## src/rtl/pipe_stage_skid.sv

```systemverilog
// pipe_stage_skid: generic processor pipeline stage register with a valid/ready
// handshake and a 2-entry skid buffer. in_ready is registered, so there is no
// combinational path from out_ready back to in_ready. A synchronous flush
// empties the stage and drives a programmable no-op onto the control bundle.
module pipe_stage_skid #(
  parameter int                 DATA_W   = 96,
  parameter int                 CTRL_W   = 8,
  parameter logic [CTRL_W-1:0]  CTRL_NOP = '0
) (
  input  logic              clock,
  input  logic              reset,
  input  logic              flush,
  input  logic              in_valid,
  output logic              in_ready,
  input  logic [DATA_W-1:0] in_data,
  input  logic [CTRL_W-1:0] in_ctrl,
  output logic              out_valid,
  input  logic              out_ready,
  output logic [DATA_W-1:0] out_data,
  output logic [CTRL_W-1:0] out_ctrl,
  output logic [1:0]        occupancy
);

  // State encoding equals the number of held entries.
  typedef enum logic [1:0] {
    EMPTY = 2'd0,
    ONE   = 2'd1,
    TWO   = 2'd2
  } state_t;

  state_t              state_q, state_d;
  logic                in_ready_q, in_ready_d;
  logic [DATA_W-1:0]   main_data_q, main_data_d;
  logic [CTRL_W-1:0]   main_ctrl_q, main_ctrl_d;
  logic [DATA_W-1:0]   skid_data_q, skid_data_d;
  logic [CTRL_W-1:0]   skid_ctrl_q, skid_ctrl_d;

  logic accept;
  logic consume;

  assign out_valid = (state_q != EMPTY);
  assign in_ready  = in_ready_q;
  assign out_data  = main_data_q;
  assign out_ctrl  = main_ctrl_q;
  assign occupancy = state_q;

  assign accept  = in_valid & in_ready_q;
  assign consume = out_valid & out_ready;

  // Next-state and storage update; reset beats flush, flush beats the handshake.
  always_comb begin
    state_d     = state_q;
    main_data_d = main_data_q;
    main_ctrl_d = main_ctrl_q;
    skid_data_d = skid_data_q;
    skid_ctrl_d = skid_ctrl_q;
    if (reset) begin
      state_d     = EMPTY;
      main_data_d = '0;
      main_ctrl_d = '0;
    end else if (flush) begin
      // Any entry accepted this cycle is dropped; a consume this cycle has
      // already been sampled downstream, so nothing further is needed.
      state_d     = EMPTY;
      main_ctrl_d = CTRL_NOP;
    end else begin
      unique case (state_q)
        EMPTY: begin
          if (accept) begin
            state_d     = ONE;
            main_data_d = in_data;
            main_ctrl_d = in_ctrl;
          end
        end
        ONE: begin
          if (accept && consume) begin
            main_data_d = in_data;
            main_ctrl_d = in_ctrl;
          end else if (accept) begin
            state_d     = TWO;
            skid_data_d = in_data;
            skid_ctrl_d = in_ctrl;
          end else if (consume) begin
            state_d = EMPTY;
          end
        end
        TWO: begin
          // in_ready is low here, so only the head can move.
          if (consume) begin
            state_d     = ONE;
            main_data_d = skid_data_q;
            main_ctrl_d = skid_ctrl_q;
          end
        end
        default: state_d = EMPTY;
      endcase
    end
    in_ready_d = (state_d != TWO);
  end

  // Register state, ready and both storage entries on the same edge.
  always_ff @(posedge clock) begin
    state_q     <= state_d;
    in_ready_q  <= reset ? 1'b1 : in_ready_d;
    main_data_q <= main_data_d;
    main_ctrl_q <= main_ctrl_d;
    skid_data_q <= skid_data_d;
    skid_ctrl_q <= skid_ctrl_d;
  end

endmodule
```

## config.mk

```make
export PLATFORM = sky130hd
export DESIGN_NAME = pipe_stage_skid
export DESIGN_NICKNAME = d
export VERILOG_FILES = /design/src/rtl/pipe_stage_skid.sv
export SDC_FILE = /design/constraint.sdc
export NUM_CORES = 1
export LEC_CHECK = 0
export CORE_AREA = 2 2 150 152
export CTS_BUF_LIST = sky130_fd_sc_hd__clkbuf_4 sky130_fd_sc_hd__clkbuf_8
export DETAILED_ROUTE_END_ITERATION = 6
export DIE_AREA = 0 0 152 154
export PLACE_DENSITY = 0.66
export SETUP_SLACK_MARGIN = 0.2
export SYNTH_ARGS = -nofsm -noshare
export SYNTH_HDL_FRONTEND = slang
export SYNTH_SLANG_ARGS = --single-unit
```

## constraint.sdc

```tcl
create_clock -name clock -period 30.9 [get_ports clock]
set_input_delay 3.09 -clock clock [delete_from_list [all_inputs] [get_ports clock]]
set_output_delay 3.09 -clock clock [all_outputs]
set_load 0.05 [all_outputs]
```

==> flow_summary.ini <==
[status]
status = finished clean

[drt]
drtIter0Drc = 194
route.met3.wl_mm = 1.14
wirelength_met1_mm = 8.29
met2RoutedLength_mm = 8.75
drc_errors = 0
via_count = 5535
dr.pass1.iters = 4
avgViaCountPerCell = 4.98
routedWlPerCell_um = 16.9
antenna_left = 0
highest_layer = met4
wirelength_mm = 18.8

[clock_tree]
htree_levels = 2
cts.clk_slew.worst_paths_ps = 60
cts_max_path_buffers = 3
postCtsHoldBufs = 0
cts_buffers = 36
clk_latency_ps = 500
cts_root_buf = clkbuf_8
cts_resized = 0
post_cts_buffers = 0
clock_sinks = 211
tritoncts = done

[finish]
area_growth_pct = 36.2
final_area_um2 = 11400
nNetsFinal = 911
drive_above_1_share_pct = 20.0

[timing]
fin_hold_ws_ps = 496
hold_viol = 0
fmax_mhz = 183
min_period_over_period_pct = 17.6
slew_headroom_pct = 24.8
finalSetupViolCount = 0
tightest_slew_ps = 1130
fin_crit_ps = 5450
rsz0062_at_grt = no
finalMaxSlewViolations = 0
postLayoutSetupSlackWorst_ps = 25450
skew_ps = 12.6
fin_tns_setup_ps = 0

[power]
power.share.switching_pct = 26.6
power_density_nw_per_um2 = 58.3
p_comb_share_pct = 15.9
peakVddDrop_uv = 31.7
p_total_uw = 665
p_switching_uw = 177
clkPwrFrac_pct = 37.6
cellLeakagePower_nw = 3.62
internal-power_uw = 488
seq_power_share_pct = 46.6

[logic_synthesis]
synthTopCellsByArea = edfxtp_1 (37%), dfxtp_1 (26%), a211oi_2 (13%)
ys.flop_type = dfxtp_1
ys_ff_latch = 211
ys_warn_count = 0
synth_commonest_cells = dfxtp_1 (107), mux2i_1 (105), nor2_1 (105)
synth_cells = 589
yosysTopAreaCell = edfxtp_1
syn-num-nets = 698
ys_types = 24
synth-edff-count = 104
post-synth-top-count-cell = dfxtp_1
ys_seq_area_share_pct = 62.9
syn_area_per_cell_um2 = 14.2
async_flop_share_pct = 0
yosys.area.top_type_share_pct = 37.3
synth_area_um2 = 8380

[setup_path]
worstReg2RegStart = occupancy[1]
crit_path_end_kind = flip-flop
cp.arrival_ps = 5560
worst-setup-path-type = input port to flip-flop
r2r-end = out_data[45]
worstSetupStartpointType = input port
cp_max_fo = 84
rrSetupSlack_ps = 27570
required_ps = 31010
rr_worst_depth = 5

[floorplanning]
ios = 217
start_util_pct = 38.6
die_w_um = 152
dieArea_um2 = 23400
coreArea_um2 = 21700
die_y_um = 154
num_rows = 54

[global_routing]
antenna_found_initial = 1
gr-total-overflow = 0
grt_max_degree = 193
grt_pass1_vias = 5738
grt.total_usage_pct = 15.7
grt_pass1_wl_mm = 30.3

[place]
place.port_buffers = 216
hpwl_mm = 12.1
place.gp.congestion = 0.832
dp_slack_ps = 24900
post_dp_cell_area_um2 = 10700

[job]
cap_viol_max_count = 0

[min_path]
hold_depth = 2
hold_class = flip-flop to flip-flop
whs_endpoint = out_data[53]
hp-start = out_data[53]
[through the flow]
| step | instances | util (%) |
|---|---|---|
| 4_1_cts | 1110 | 52.6 |
| 6_report | 1111 | 52.6 |
| 5_1_grt | 1111 | 52.6 |
| 3_5_place_dp | 1044 | 49.2 |
| 3_3_place_gp | 1044 | 49.2 |
| 2_1_floorplan | 589 | - |
[state kept, by name (all words and copies together) (netlist names)]
name / cells
in_ready: 1
occupancy: 2
out_ctrl: 8
out_data: 96
skid_ctrl_q: 8
skid_data_q: 96
[cells in the final DEF, fill, tap and decap left out]
cell / synthesis / routed
nor2b_1: 2 / 1
clkbuf_8: 0 / 41
o22a_1: 1 / 1
o41ai_4: 0 / 1
dfxtp_1: 107 / 107
nand3b_1: 1 / 1
edfxtp_1: 104 / 104
o21a_1: 1 / 1
clkinv_2: 0 / 2
clkdlybuf4s50_1: 0 / 215
o31ai_2: 1 / 1
or2_2: 2 / 2
nor2_1: 105 / 105
nand4bb_1: 1 / 1
inv_1: 1 / 1
nand4b_1: 1 / 1
clkbuf_4: 0 / 18
buf_12: 0 / 1
clkinv_1: 0 / 3
nor4b_2: 0 / 1
a211oi_2: 90 / 90
nand2_1: 2 / 2
a211o_1: 1 / 1
nor2b_4: 0 / 1
buf_4: 10 / 6
clkinvlp_4: 0 / 2
diode_2: 0 / 1
a211oi_1: 14 / 14
nand2b_1: 1 / 1
mux2i_1: 105 / 105
[area by class of cell]
type	instances	area [um2]
fillers	1826	10300
flip-flops and latches	211	5270
multi-input cells	330	2830
repair buffers	222	2220
clock buffers	59	699
well taps	280	350
clock inverters	7	36.3
inverters	1	3.75
diodes	1	2.50
[power by group through the flow]
stage | Clock, mW | Combinational (mW) | Sequential (mW)
finish | 0.250 | 0.105 | 0.310
global route | 0.271 | 0.111 | 0.311
CTS | 0.258 | 0.107 | 0.310
detailed placement | 0 | 0.106 | 0.316
global placement | 0 | 0.104 | 0.315
floorplan | 0 | 0.0331 | 0.348
[cell families after synthesis]
kind of cell / count (synthesis) / synth area share, %
AOI/OAI and AO/OA: 109 / 15.3
and+or+nand+nor: 116 / 5.60
buffers and inverters: 48 / 3.65
DFF: 211 / 62.9
muxes: 105 / 12.5
[critical path: stages]
cell and delay (ps):
clkdlybuf4s50_1 510, nor2b_1 400, nor4b_2 270, buf_4 320, buf_4 920
[per-layer routing]
layer / vias up / track usage [%]
met1: 2689 / 20.0
met3: 44 / 4.20
met5: - / 0
met2: 178 / 25.6
met4: 0 / 6.59
li1: 2624 / -
[how the worst max path moves through the flow]
stage	from	to	slack, ps
floorplan	reset	skid_ctrl_q[0]	15640
global placement	flush	skid_data_q[32]	24980
detailed placement	out_ready	skid_data_q[33]	24900
CTS	out_ready	skid_data_q[21]	25450
global route	out_ready	skid_data_q[37]	25280
finish	out_ready	skid_data_q[30]	25450
No activity file was read; power rests on OpenSTA's default activity.
